$ cat src/rtl/mips_dump_pkg.sv
// Shared types and constants for the MIPS machine-state dumper.
package mips_dump_pkg;

  // Dump sequencer states: register phase, memory phase, then a one-cycle DONE.
  typedef enum logic [2:0] {
    IDLE,
    REG_REQ,
    REG_WAIT,
    REG_OUT,
    MEM_REQ,
    MEM_WAIT,
    MEM_OUT,
    DONE
  } dump_state_e;

  // Record source tag carried on outIsMem.
  localparam logic SRC_REG = 1'b0;
  localparam logic SRC_MEM = 1'b1;

  // Default read latency of reg_file / data_mem.
  localparam int unsigned RD_LATENCY_DEF = 1;

  // Byte address of the idx-th dumped word; wraps modulo 2^32.
  function automatic logic [31:0] mem_word_addr(input logic [31:0] base,
                                                input logic [31:0] idx);
    return base + (idx << 2);
  endfunction

endpackage

$ cat src/rtl/mips_state_dumper_if.sv
// Record stream from the dumper to the bench/host: {address, data, source}
// qualified by a valid/ready handshake.
interface mips_state_dumper_if;
  logic        outValid;
  logic        outReady;
  logic [31:0] outAddr;
  logic [31:0] outData;
  logic        outIsMem;

  modport master (
    output outValid,
    output outAddr,
    output outData,
    output outIsMem,
    input  outReady
  );

  modport slave (
    input  outValid,
    input  outAddr,
    input  outData,
    input  outIsMem,
    output outReady
  );
endinterface

$ cat src/rtl/dump_out_reg.sv
// Output holding register for dump records: loads a captured word, holds it
// stable with outValid=1 until the sink accepts it, then drops valid.
module dump_out_reg
  import mips_dump_pkg::*;
(
  input  logic        clk,
  input  logic        resetN,
  input  logic        load,
  input  logic [31:0] load_addr,
  input  logic [31:0] load_data,
  input  logic        load_is_mem,
  mips_state_dumper_if.master rec
);

  logic        valid_q;
  logic [31:0] addr_q;
  logic [31:0] data_q;
  logic        is_mem_q;

  // Record register: load on capture, clear valid on handshake, else hold.
  // NOTE: registered state uses non-blocking assignments so every flop sees pre-edge values.
  always_ff @(posedge clk or negedge resetN) begin
    if (!resetN) begin
      valid_q  <= 1'b0;
      addr_q   <= '0;
      data_q   <= '0;
      is_mem_q <= SRC_REG;
    end else if (load) begin
      valid_q  <= 1'b1;
      addr_q   <= load_addr;
      data_q   <= load_data;
      is_mem_q <= load_is_mem;
    end else if (valid_q && rec.outReady) begin
      valid_q  <= 1'b0;
    end
  end

  assign rec.outValid = valid_q;
  assign rec.outAddr  = addr_q;
  assign rec.outData  = data_q;
  assign rec.outIsMem = is_mem_q;

endmodule

$ cat src/rtl/mips_state_dumper.sv
// Post-run machine-state reader: freezes the processor, walks every register
// file entry and then a window of data memory, streaming one record per word.
module mips_state_dumper
  import mips_dump_pkg::*;
#(
  parameter int unsigned NUM_REGS   = 32,
  parameter logic [31:0] MEM_BASE   = 32'h0,
  parameter int unsigned MEM_WORDS  = 64,
  parameter int unsigned RD_LATENCY = RD_LATENCY_DEF
) (
  input  logic        clk,
  input  logic        resetN,
  input  logic        dumpStart,
  output logic        dumpBusy,
  output logic        holdProc,
  output logic        dumpDone,
  output logic [4:0]  regRdAddr,
  input  logic [31:0] regRdData,
  output logic [31:0] memRdAddr,
  output logic        memRdEn,
  input  logic [31:0] memRdData,
  mips_state_dumper_if.master rec
);

  localparam int unsigned REG_IDX_W = $clog2(NUM_REGS + 1);
  localparam int unsigned MEM_IDX_W = $clog2(MEM_WORDS + 1);
  localparam int unsigned IDX_W     = (REG_IDX_W > MEM_IDX_W) ? REG_IDX_W : MEM_IDX_W;
  localparam int unsigned LAT_W     = $clog2(RD_LATENCY + 1);

  localparam logic [IDX_W-1:0] LAST_REG = IDX_W'(NUM_REGS - 1);
  localparam logic [IDX_W-1:0] LAST_MEM = IDX_W'(MEM_WORDS - 1);
  localparam logic [LAT_W-1:0] LAST_LAT = LAT_W'(RD_LATENCY - 1);

  dump_state_e      state_q, state_d;
  logic [IDX_W-1:0] idx_q, idx_d;
  logic [LAT_W-1:0] lat_q, lat_d;

  logic        handshake;
  logic        load;
  logic [31:0] mem_addr;
  logic [31:0] cap_addr;
  logic [31:0] cap_data;
  logic        cap_is_mem;

  assign handshake = rec.outValid && rec.outReady;
  assign mem_addr  = mem_word_addr(MEM_BASE, 32'(idx_q));

  // State, index and latency counter registers.
  always_ff @(posedge clk or negedge resetN) begin
    if (!resetN) begin
      state_q <= IDLE;
      idx_q   <= '0;
      lat_q   <= '0;
    end else begin
      state_q <= state_d;
      idx_q   <= idx_d;
      lat_q   <= lat_d;
    end
  end

  // Next-state logic: request, wait out the read latency, present, advance.
  // NOTE: every output gets a default first so no path leaves it unassigned (no latches).
  always_comb begin
    state_d    = state_q;
    idx_d      = idx_q;
    lat_d      = lat_q;
    load       = 1'b0;
    cap_addr   = 32'(idx_q);
    cap_data   = regRdData;
    cap_is_mem = SRC_REG;

    unique case (state_q)
      IDLE: begin
        if (dumpStart) begin
          state_d = REG_REQ;
          idx_d   = '0;
        end
      end
      REG_REQ: begin
        lat_d   = '0;
        state_d = REG_WAIT;
      end
      REG_WAIT: begin
        if (lat_q == LAST_LAT) begin
          load    = 1'b1;
          state_d = REG_OUT;
        end else begin
          lat_d = lat_q + LAT_W'(1);
        end
      end
      REG_OUT: begin
        if (handshake) begin
          if (idx_q != LAST_REG) begin
            idx_d   = idx_q + IDX_W'(1);
            state_d = REG_REQ;
          end else if (MEM_WORDS == 0) begin
            state_d = DONE;
          end else begin
            idx_d   = '0;
            state_d = MEM_REQ;
          end
        end
      end
      MEM_REQ: begin
        lat_d   = '0;
        state_d = MEM_WAIT;
      end
      MEM_WAIT: begin
        cap_addr   = mem_addr;
        cap_data   = memRdData;
        cap_is_mem = SRC_MEM;
        if (lat_q == LAST_LAT) begin
          load    = 1'b1;
          state_d = MEM_OUT;
        end else begin
          lat_d = lat_q + LAT_W'(1);
        end
      end
      MEM_OUT: begin
        if (handshake) begin
          if (idx_q != LAST_MEM) begin
            idx_d   = idx_q + IDX_W'(1);
            state_d = MEM_REQ;
          end else begin
            state_d = DONE;
          end
        end
      end
      DONE: begin
        idx_d   = '0;
        state_d = IDLE;
      end
      default: state_d = IDLE;
    endcase
  end

  // Read-port drive: addresses held from request through handshake, zero otherwise.
  always_comb begin
    regRdAddr = '0;
    memRdAddr = '0;
    memRdEn   = 1'b0;
    unique case (state_q)
      REG_REQ, REG_WAIT, REG_OUT: regRdAddr = 5'(idx_q);
      MEM_REQ, MEM_WAIT, MEM_OUT: begin
        memRdAddr = mem_addr;
        memRdEn   = 1'b1;
      end
      default: ;
    endcase
  end

  assign dumpBusy = (state_q != IDLE);
  assign holdProc = dumpBusy;
  assign dumpDone = (state_q == DONE);

  dump_out_reg u_out_reg (
    .clk         (clk),
    .resetN      (resetN),
    .load        (load),
    .load_addr   (cap_addr),
    .load_data   (cap_data),
    .load_is_mem (cap_is_mem),
    .rec         (rec)
  );

endmodule
$ cat src/flat_wrapper.sv
// flat-port wrapper written by rule: the top's interface ports become plain ports
module mips_state_dumper_flat import mips_dump_pkg::*;
#(
  parameter int unsigned NUM_REGS   = 32,
  parameter logic [31:0] MEM_BASE   = 32'h0,
  parameter int unsigned MEM_WORDS  = 64,
  parameter int unsigned RD_LATENCY = RD_LATENCY_DEF
)
  (clk, resetN, dumpStart, dumpBusy, holdProc, dumpDone, regRdAddr, regRdData, memRdAddr, memRdEn, memRdData, rec_outValid, rec_outAddr, rec_outData, rec_outIsMem, rec_outReady);
  mips_state_dumper_if rec_i ();
  input  logic clk;
  input  logic resetN;
  input  logic dumpStart;
  output logic dumpBusy;
  output logic holdProc;
  output logic dumpDone;
  output logic [4:0] regRdAddr;
  input  logic [31:0] regRdData;
  output logic [31:0] memRdAddr;
  output logic memRdEn;
  input  logic [31:0] memRdData;
  output wire logic [$bits(rec_i.outValid)-1:0] rec_outValid;
  output wire logic [$bits(rec_i.outAddr)-1:0] rec_outAddr;
  output wire logic [$bits(rec_i.outData)-1:0] rec_outData;
  output wire logic [$bits(rec_i.outIsMem)-1:0] rec_outIsMem;
  input wire logic [$bits(rec_i.outReady)-1:0] rec_outReady;
  assign rec_outValid = rec_i.outValid;
  assign rec_outAddr = rec_i.outAddr;
  assign rec_outData = rec_i.outData;
  assign rec_outIsMem = rec_i.outIsMem;
  assign rec_i.outReady = rec_outReady;
  mips_state_dumper #(.NUM_REGS(NUM_REGS), .MEM_BASE(MEM_BASE), .MEM_WORDS(MEM_WORDS), .RD_LATENCY(RD_LATENCY)) u_core (.clk(clk), .resetN(resetN), .dumpStart(dumpStart), .dumpBusy(dumpBusy), .holdProc(holdProc), .dumpDone(dumpDone), .regRdAddr(regRdAddr), .regRdData(regRdData), .memRdAddr(memRdAddr), .memRdEn(memRdEn), .memRdData(memRdData), .rec(rec_i));
endmodule
$ cat config.mk
export PLATFORM = sky130hd
export DESIGN_NAME = mips_state_dumper_flat
export DESIGN_NICKNAME = d
export VERILOG_FILES = /design/src/rtl/mips_dump_pkg.sv /design/src/rtl/mips_state_dumper_if.sv /design/src/rtl/dump_out_reg.sv /design/src/rtl/mips_state_dumper.sv /design/src/flat_wrapper.sv
export SDC_FILE = /design/constraint.sdc
export NUM_CORES = 1
export LEC_CHECK = 0
export BUFFER_PORTS_ARGS = -buffer_cell sky130_fd_sc_hd__buf_2
export CELL_PAD_IN_SITES_DETAIL_PLACEMENT = 0
export CELL_PAD_IN_SITES_GLOBAL_PLACEMENT = 1
export CORE_ASPECT_RATIO = 0.8
export CORE_MARGIN = 2
export CORE_UTILIZATION = 37
export DETAILED_ROUTE_END_ITERATION = 7
export PLACE_DENSITY_LB_ADDON = 0.1
export SETUP_SLACK_MARGIN = 0.2
export SLEW_MARGIN = 5
export SYNTH_ARGS = -nofsm -noshare
export SYNTH_HDL_FRONTEND = slang
export SYNTH_HIERARCHICAL = 1
export SYNTH_SLANG_ARGS = --single-unit
$ cat constraint.sdc
create_clock -name clk -period 2.46 [get_ports clk]
set_input_delay 0.369 -clock clk [delete_from_list [all_inputs] [get_ports clk]]
set_output_delay 0.369 -clock clk [all_outputs]
set_load 0.01 [all_outputs]
==> results of run 1 <==
[flip-flops by register name, summed over array words and instances, names as in the netlist]
| name | count |
|---|---|
| u_core/state_q | 3 |
| u_core/u_out_reg/rec.outValid | 1 |
| u_core/idx_q | 7 |
| u_core/u_out_reg/rec.outAddr | 32 |
| u_core/u_out_reg/rec.outData | 32 |
| u_core/u_out_reg/rec.outIsMem | 1 |
[final cells by class]
cell class | instances | area (um2) | share of cell area
clock buffers | 11 | 253 | 0.0476
clock inverters | 4 | 48.8 | 0.00919
inverters | 5 | 18.8 | 0.00353
multi-input cells | 301 | 2050 | 0.386
flip-flops and latches | 76 | 1900 | 0.358
well taps | 144 | 180 | 0.0339
repair buffers | 157 | 858 | 0.162
[layout by cell type (no fill, tap or decap), types with 2 or more instances in the layout]
cell type and n:
inv_1 5, mux2_4 39, buf_4 5, and2_1 10
a21o_1 2, o21ai_1 2, nand4_1 3, o21a_1 2
nand2_1 111, and3_1 10, clkinv_2 2, clkbuf_8 2
buf_12 4, or3_1 2, nand3_1 6, nor2_1 6
buf_2 148, clkbuf_16 9, dfrtp_1 76, conb_1 48
o2bb2ai_1 2, mux2_2 26, a221o_1 2, o21ai_0 3
nand2b_1 2
[critical path: cells and delay by family, from the launching register on]
family	cells	cell delay (ns)
buf+inv	2	0.50
mux	1	0.36
compound gates	1	0.35
simple gates	2	0.49
flops	1	0.33
[per-layer routing]
metal,GRT usage,part of all wire
met4,0.0442,0.011
met5,0,0
met1,0.233,0.47
met2,0.252,0.44
met3,0.0579,0.084
[cell families after synthesis]
group           Yosys count  synth area share
compound gates           26            0.0516
xor+xnor                  1           0.00393
fa+ha+maj                 1           0.00302
buf+inv                  54            0.0909
flops                    76             0.459
mux                      66             0.214
other cells               1          0.000905
simple gates            159             0.176
[cells in the mapped netlist, types with 5 or more instances]
cell type | count | area share
and2_1 | 10 | 0.015
and3_1 | 10 | 0.015
buf_2 | 10 | 0.012
buf_4 | 27 | 0.049
buf_6 | 8 | 0.022
dfrtp_1 | 76 | 0.46
inv_1 | 5 | 0.0045
mux2_2 | 26 | 0.071
mux2_4 | 39 | 0.14
nand2_1 | 111 | 0.10
nand3_1 | 6 | 0.0072
nor2_1 | 6 | 0.0054
[power breakdown]
part           switching, mW  internal (mW)  leakage, nW  total [mW]
Combinational           1.04           1.25         1.73        2.29
Clock                  0.489          0.833        0.151        1.32
Sequential             0.365           1.83        0.909        2.19
[per-stage QoR]
step	util	setup slack [ns]	hold WS, ns
global placement	0.460	0.346	0.366
detailed placement	0.460	0.288	0.368
floorplan	-	0.394	0.0734
global route	0.488	0.178	0.0249
finish	0.488	0.307	0.00470
CTS	0.488	0.282	0.0128
[final timing paths]
check,start,endpoint,slack (ns),cells past startpoint
hold / removal,resetN,u_core/idx_q[4]$_DFFE_PN0P_,0.005,1
max in group asynchronous,resetN,u_core/u_out_reg/rec.outAddr[6]$_DFFE_PN0P_,1.87,2
hold reg to reg,u_core/u_out_reg/rec.outData[1]$_DFFE_PN0P_,u_core/u_out_reg/rec.outData[1]$_DFFE_PN0P_,0.50,1
setup reg to reg,u_core/state_q[0]$_DFFE_PN0P_,u_core/u_out_reg/rec.outIsMem$_DFFE_PN0P_,0.31,6
min in group clk,rec_outReady,u_core/u_out_reg/rec.outValid$_DFFE_PN0P_,0.33,3
setup / recovery,u_core/state_q[0]$_DFFE_PN0P_,u_core/u_out_reg/rec.outIsMem$_DFFE_PN0P_,0.31,6
==> flow_summary.ini, run 1 <==
[timing]
fin_skew_ns = 0.00627
setup_tns_ns = 0
layout_min_cycle_time_ns = 2.15
finalCritPeriodShare = 0.875
tightest_slew_ns = 0.803
rsz0062_at_grt = true
setup-violations-final = 0
finalMaxSlewViolations = 0
hold_viol = 0
fmax_mhz = 464
maxSlewHeadroom = 0.463

[cts]
cts_root_buffer = clkbuf_16
cts_buffer_depth = 2
cts-hold-fix-buffers = 0
insertion_delay_ns = 0.33
cts-htree-levels = 3
cts_buffers = 9
clkTransAtPathRegs_ns = 0.06
cts_tree = yes
cts_resized = 0
cts.sinks = 76
post_cts_buffers = 0

[global_routing]
grt_pass1_vias = 3034
grt_usage = 0.168
antenna_found_initial = 0
grt_pass1_wl_um = 15800
grt-ovfl-total = 0
grt_max_degree = 42

[routing]
drt_iter0_drc = 115
first_pass_iters = 4
drc_errors = 0
ant_nets = 0
routed_wl_um = 9980
viasPerCell = 4.56
vias = 3183
wl_per_cell_um = 14.3

[placement]
gp_congestion = 0.766
hpwl_um = 7240
port_buffers = 149
placed_area_um2 = 5010
dp_cells = 683

[critical_path]
cp.arrival_ns = 2.36
crit_slowest_cell = or2_2
critPathKind = flop to flop
crit_chain = buf_4 > nand2_1 > or2_2 > o21ai_4 > buf_12 > mux2_2
crit_path_max_fanout = 29
slowest_delay_ns = 0.42
end_kind = flop
required_ns = 2.67
start_kind = flop

[floorplan]
initial_core_util = 0.380
die_x_um = 122
rows = 34
ios = 175
fp.dieH_um = 98.6
coreArea_um2 = 10900
die_area_um2 = 12100

[synthesis]
yosys_warnings = 6
synthCells = 384
synth_edf_count = 0
syn_area_um2 = 4140
ys_ff_latch = 76
synthFlopType = dfrtp_1
syn_avg_cell_area_um2 = 10.8
ys_async_sr_fraction = 1.00
synthDistinctLibCells = 47
seq_area_frac_synth = 0.459

[final_layout]
n_antenna_cell = 0
final_cells = 698
nNetsFinal = 619
final_cell_area_um2 = 5310
n_fill_cell = 1067
drive_gt1_frac = 0.446
synthToLayoutAreaGrowth_pct = 28.2

[pwr]
powerDensity_nw_per_um2 = 1090
power_mw = 5.81
p_leak_nw = 2.79
peakVddDrop_mv = 0.549

[hold_path]
hold_class = primary input to async pin

[outcome]
status = finished clean

[flow_run]
max_cap_violations = 0
No activity file was read; power rests on OpenSTA's default activity.
==> run 2: changes to the inputs <==
--- a/config.mk
+++ b/config.mk
@@ -11,7 +11,9 @@
 export CORE_ASPECT_RATIO = 0.8
 export CORE_MARGIN = 2
 export CORE_UTILIZATION = 37
+export CTS_CLUSTER_DIAMETER = 60
 export DETAILED_ROUTE_END_ITERATION = 7
+export GPL_TIMING_DRIVEN = 0
 export PLACE_DENSITY_LB_ADDON = 0.1
 export SETUP_SLACK_MARGIN = 0.2
 export SLEW_MARGIN = 5
==> flow_summary.ini, run 2 (synthesis gave the netlist of run 1 again) <==
[timing]
finalCritPeriodShare = 0.885
layout_min_cycle_time_ns = 2.18
hold_viol = 0
finalMaxSlewViolations = 0
setup-violations-final = 0
fin_skew_ns = 0.00843
setup_tns_ns = 0
maxSlewHeadroom = 0.660
rsz0062_at_grt = false
tightest_slew_ns = 0.508
fin_ws_ns = 0.282
fmax_mhz = 459

[outcome]
status = finished clean

[cts]
cts.sinks = 76
cts-htree-levels = 3
clkTransAtPathRegs_ns = 0.06
cts_buffer_depth = 2
cts_root_buffer = clkbuf_16
cts_buffers = 9
insertion_delay_ns = 0.33
cts_tree = yes

[global_routing]
grt_usage = 0.174
antenna_found_initial = 0
grt-ovfl-total = 0
grt_max_degree = 59
grt_pass1_wl_um = 16500
grt_pass1_vias = 3229

[routing]
drt_iter0_drc = 163
ant_nets = 0
wl_per_cell_um = 14.1
wl_met2_um = 4750
viasPerCell = 4.48
routed_wl_um = 10500
first_pass_iters = 4
wl_met1_um = 4800
drc_errors = 0
vias = 3344
routed.top_layer = met4
dr_wl_met3_um = 868

[final_layout]
mostFrequentLayoutCells = buf_2, nand2_1, dfrtp_1, conb_1, mux2_4
synthToLayoutAreaGrowth_pct = 37.8
final_common_cell = buf_2
nNetsFinal = 666
drive_gt1_frac = 0.482
n_antenna_cell = 0

[floorplan]
coreArea_um2 = 10900
die_area_um2 = 12100
die_x_um = 122
rows = 34
fp.dieH_um = 98.6
ios = 175
initial_core_util = 0.380

[critical_path]
required_ns = 2.67
critPathKind = flop to flop
rrSetupSlack_ns = 0.28
r2r_end = u_core/u_out_reg/rec.outData[23]$_DFFE_PN0P_
crit_path_max_fanout = 10
rr_worst_depth = 8
cp.arrival_ns = 2.39
start_kind = flop
timing.rr.start = u_core/state_q[1]$_DFFE_PN0P_
cp-startpoint = u_core/state_q[1]$_DFFE_PN0P_
worstSetupEndpoint = u_core/u_out_reg/rec.outData[23]$_DFFE_PN0P_
end_kind = flop

[placement]
hpwl_um = 7710
pre_cts_ws_ns = 0.0504
gp_congestion = 0.805
port_buffers = 149

[hold_path]
holdPathStages = 3
hold_class = primary input to flop

[pwr]
p_leak_nw = 3.04
powerDensity_nw_per_um2 = 1060
peakVddDrop_mv = 0.618

[flow_run]
max_cap_violations = 0
run 2: cell types whose count changed in the layout (fill, tap and decap cells not counted), sizes merged:
cell,delta
buf,+40
bufinv,+1
clkbuf,+6
clkinv,-2
clkinvlp,+2
dlygate4sd3,+1
run 2: how the worst min path moves through the flow:
stage                                                       from                                           end  slack [ns]
global route                                        rec_outReady     u_core/u_out_reg/rec.outValid$_DFFE_PN0P_        0.33
CTS                                                 rec_outReady     u_core/u_out_reg/rec.outValid$_DFFE_PN0P_        0.32
global placement    u_core/u_out_reg/rec.outAddr[30]$_DFFE_PN0P_  u_core/u_out_reg/rec.outAddr[30]$_DFFE_PN0P_        0.49
detailed placement                                        resetN   u_core/u_out_reg/rec.outAddr[7]$_DFFE_PN0P_        0.27
finish                                              rec_outReady     u_core/u_out_reg/rec.outValid$_DFFE_PN0P_        0.33
floorplan                                                 resetN                   u_core/idx_q[0]$_DFFE_PN0P_        0.07
run 2: stage by stage:
step	hold slack [ns]	cell area, um2	utilization	std cells	power, mW
after floorplan	0.0734	4320	-	431	3.64
after global placement	0.486	5250	0.482	724	4.52
after detailed placement	0.268	5280	0.484	725	4.56
after CTS	0.321	5630	0.517	742	6.07
after global routing	0.326	5710	0.524	746	6.44
final	0.330	5710	0.524	746	6.05
run 2: cell type report:
class | count | area [um2]
buffer | 49 | 403
timing repair buffer | 155 | 816
clock buffer | 11 | 253
inverter | 5 | 18.8
tap | 144 | 180
fill | 1069 | 5180
clock inverter | 5 | 83.8
sequential | 76 | 1900
multi-input combinational | 301 | 2050
run 2: worst max-delay path: stages (launching register included):
cell	delay [ns]
dfrtp_1	0.45
or2_2	0.32
clkbuf_1	0.14
buf_4	0.18
buf_4	0.20
o21ai_4	0.10
buf_6	0.20
buf_12	0.16
mux2_4	0.30
run 2: per-layer routing:
layer | GRT usage | up-vias
li1 | - | 1635
met1 | 0.239 | 1569
met2 | 0.265 | 131
met3 | 0.0619 | 9
met4 | 0.0416 | 0
met5 | 0 | -
run 2: timing repair:
action,in CTS,in global routing
hold buffers,1,0
gates resized for setup,3,15
gates cloned,0,1
endpoints found under the hold margin,18,0
setup endpoints to repair,59,59
buffers inserted,0,3
run 2: power by group:
part           switching (mW)  internal [mW]  leakage [nW]  total (mW)
Clock                   0.518          0.945         0.158        1.46
Combinational            1.07           1.34          1.97        2.40
Sequential              0.352           1.83         0.909        2.18
==> run 3: changes to the inputs <==
--- a/config.mk
+++ b/config.mk
@@ -5,7 +5,7 @@
 export SDC_FILE = /design/constraint.sdc
 export NUM_CORES = 1
 export LEC_CHECK = 0
-export BUFFER_PORTS_ARGS = -buffer_cell sky130_fd_sc_hd__buf_2
+export BUFFER_PORTS_ARGS = -buffer_cell sky130_fd_sc_hd__buf_4
 export CELL_PAD_IN_SITES_DETAIL_PLACEMENT = 0
 export CELL_PAD_IN_SITES_GLOBAL_PLACEMENT = 1
 export CORE_ASPECT_RATIO = 0.8
@@ -14,7 +14,7 @@
 export CTS_CLUSTER_DIAMETER = 60
 export DETAILED_ROUTE_END_ITERATION = 7
 export GPL_TIMING_DRIVEN = 0
-export PLACE_DENSITY_LB_ADDON = 0.1
+export PLACE_DENSITY = 0.82
 export SETUP_SLACK_MARGIN = 0.2
 export SLEW_MARGIN = 5
 export SYNTH_ARGS = -nofsm -noshare
==> flow_summary.ini, run 3 (synthesis gave the netlist of run 1 again) <==
[placement]
placed_area_um2 = 5620
pre_cts_ws_ns = 0.0506
gp_congestion = 0.772
hpwl_um = 7750
port_buffers = 149

[global_routing]
grt_usage = 0.176
grt_max_degree = 77
grt-ovfl-total = 0
grt_pass1_vias = 3262
grt_pass1_wl_um = 16500
antenna_found_initial = 0

[critical_path]
slowest_delay_ns = 0.44
critPathKind = flop to flop
rr_worst_depth = 8
cp.arrival_ns = 2.35
crit_path_max_fanout = 10
required_ns = 2.67
end_kind = flop
crit_slowest_cell = dfrtp_2
start_kind = flop
crit_chain = or2_2 > clkbuf_1 > buf_4 > buf_4 > o21ai_4 > buf_8 > buf_8 > mux2_4

[timing]
setup_tns_ns = 0
rsz0062_at_grt = true
finalCritPeriodShare = 0.869
whs_ns = 0.180
hold_viol = 0
tightest_slew_ns = 0.977
maxSlewHeadroom = 0.349
layout_min_cycle_time_ns = 2.14
fmax_mhz = 468
finalMaxSlewViolations = 0
fin_ws_ns = 0.322
fin_skew_ns = 0.00333
setup-violations-final = 0

[floorplan]
fp.dieH_um = 98.6
rows = 34
coreArea_um2 = 10900
die_area_um2 = 12100
ios = 175
initial_core_util = 0.380
die_x_um = 122

[routing]
drc_errors = 0
first_pass_iters = 4
routed_wl_um = 10700
wl_per_cell_um = 14.4
ant_nets = 0
drt_iter0_drc = 143
viasPerCell = 4.46
vias = 3323

[pwr]
p_int_mw = 4.29
switchingPower_mw = 1.96
powerDensity_nw_per_um2 = 1040
sw_frac_of_total = 0.313
seq_power_share = 0.354
pwr-share-comb = 0.439
peakVddDrop_mv = 0.755
p_leak_nw = 3.12
power_frac_clock = 0.207

[final_layout]
final_cell_area_um2 = 6000
synthToLayoutAreaGrowth_pct = 44.8
multi_input_area_um2 = 2050
n_antenna_cell = 0
n_fill_cell = 1011
final_common_cell = buf_4
mostFrequentLayoutCells = buf_4, nand2_1, dfrtp_1, conb_1, mux2_4
ff_latch_area_um2 = 1900
nNetsFinal = 666
drive_gt1_frac = 0.479

[cts]
insertion_delay_ns = 0.33
cts.sinks = 76
cts_tree = yes
clkTransAtPathRegs_ns = 0.06
cts_root_buffer = clkbuf_16
cts_buffers = 9
cts-htree-levels = 3
cts_buffer_depth = 2

[hold_path]
hold_class = primary input to async pin

[flow_run]
max_cap_violations = 0

[outcome]
status = finished clean
run 3: cell types whose count changed in the layout (fill, tap and decap cells not counted), moves of 2 or more:
| cell | delta |
|---|---|
| buf_12 | -2 |
| buf_8 | +3 |
| clkinvlp_4 | -2 |
| buf_2 | -148 |
| buf_4 | +151 |
| clkbuf_1 | +3 |
run 3: layer usage:
layer / routed length, um / global-route usage
met5: 0 / 0
met4: 59 / 0.0486
met3: 867 / 0.0596
met2: 4850 / 0.263
met1: 4940 / 0.244
run 3: final timing paths:
path,slack [ns],start,to
min in group clk,0.34,rec_outReady,u_core/u_out_reg/rec.outValid$_DFFE_PN0P_
setup / recovery,0.32,u_core/state_q[1]$_DFFE_PN0P_,u_core/u_out_reg/rec.outAddr[11]$_DFFE_PN0P_
max in group asynchronous,1.56,resetN,u_core/state_q[1]$_DFFE_PN0P_
setup reg to reg,0.32,u_core/state_q[1]$_DFFE_PN0P_,u_core/u_out_reg/rec.outAddr[11]$_DFFE_PN0P_
hold / removal,0.18,resetN,u_core/idx_q[2]$_DFFE_PN0P_
hold reg to reg,0.50,u_core/u_out_reg/rec.outData[7]$_DFFE_PN0P_,u_core/u_out_reg/rec.outData[7]$_DFFE_PN0P_
run 3: power groups by stage:
stage	Sequential [mW]	Combinational, mW	Clock [mW]
detailed placement	2.21	2.71	0
finish	2.21	2.74	1.29
global route	2.29	2.93	1.40
floorplan	2.40	1.24	0
global placement	2.20	2.66	0
CTS	2.22	2.73	1.33
run 3: what timing repair did:
item,4_1_cts,5_1_grt
gates resized for setup,4,14
buffers inserted,3,2
endpoints found under the setup margin,59,56
hold buffers,0,0
cloned,0,1
run 3: area by class of cell:
class,instances,area share
Buffer,49,0.0661
Tap cell,144,0.0300
Multi-Input combinational cell,301,0.342
Clock inverter,2,0.00584
Inverter,5,0.00313
Clock buffer,13,0.0417
Timing Repair Buffer,155,0.194
Sequential cell,76,0.317
run 3: through the flow:
| stage | power (mW) | utilization | std cells |
|---|---|---|---|
| after floorplan | 3.64 | - | 431 |
| after global placement | 4.86 | 0.516 | 724 |
| after detailed placement | 4.93 | 0.516 | 724 |
| after CTS | 6.27 | 0.545 | 742 |
| after global routing | 6.61 | 0.551 | 745 |
| final | 6.24 | 0.551 | 745 |
run 3: critical path: cells and delay by family, from the launching register on:
| family | cells | cell delay (ns) |
|---|---|---|
| buffers and inverters | 5 | 0.85 |
| and+or+nand+nor | 1 | 0.30 |
| DFF | 1 | 0.44 |
| AOI/OAI and AO/OA | 1 | 0.11 |
| muxes | 1 | 0.31 |
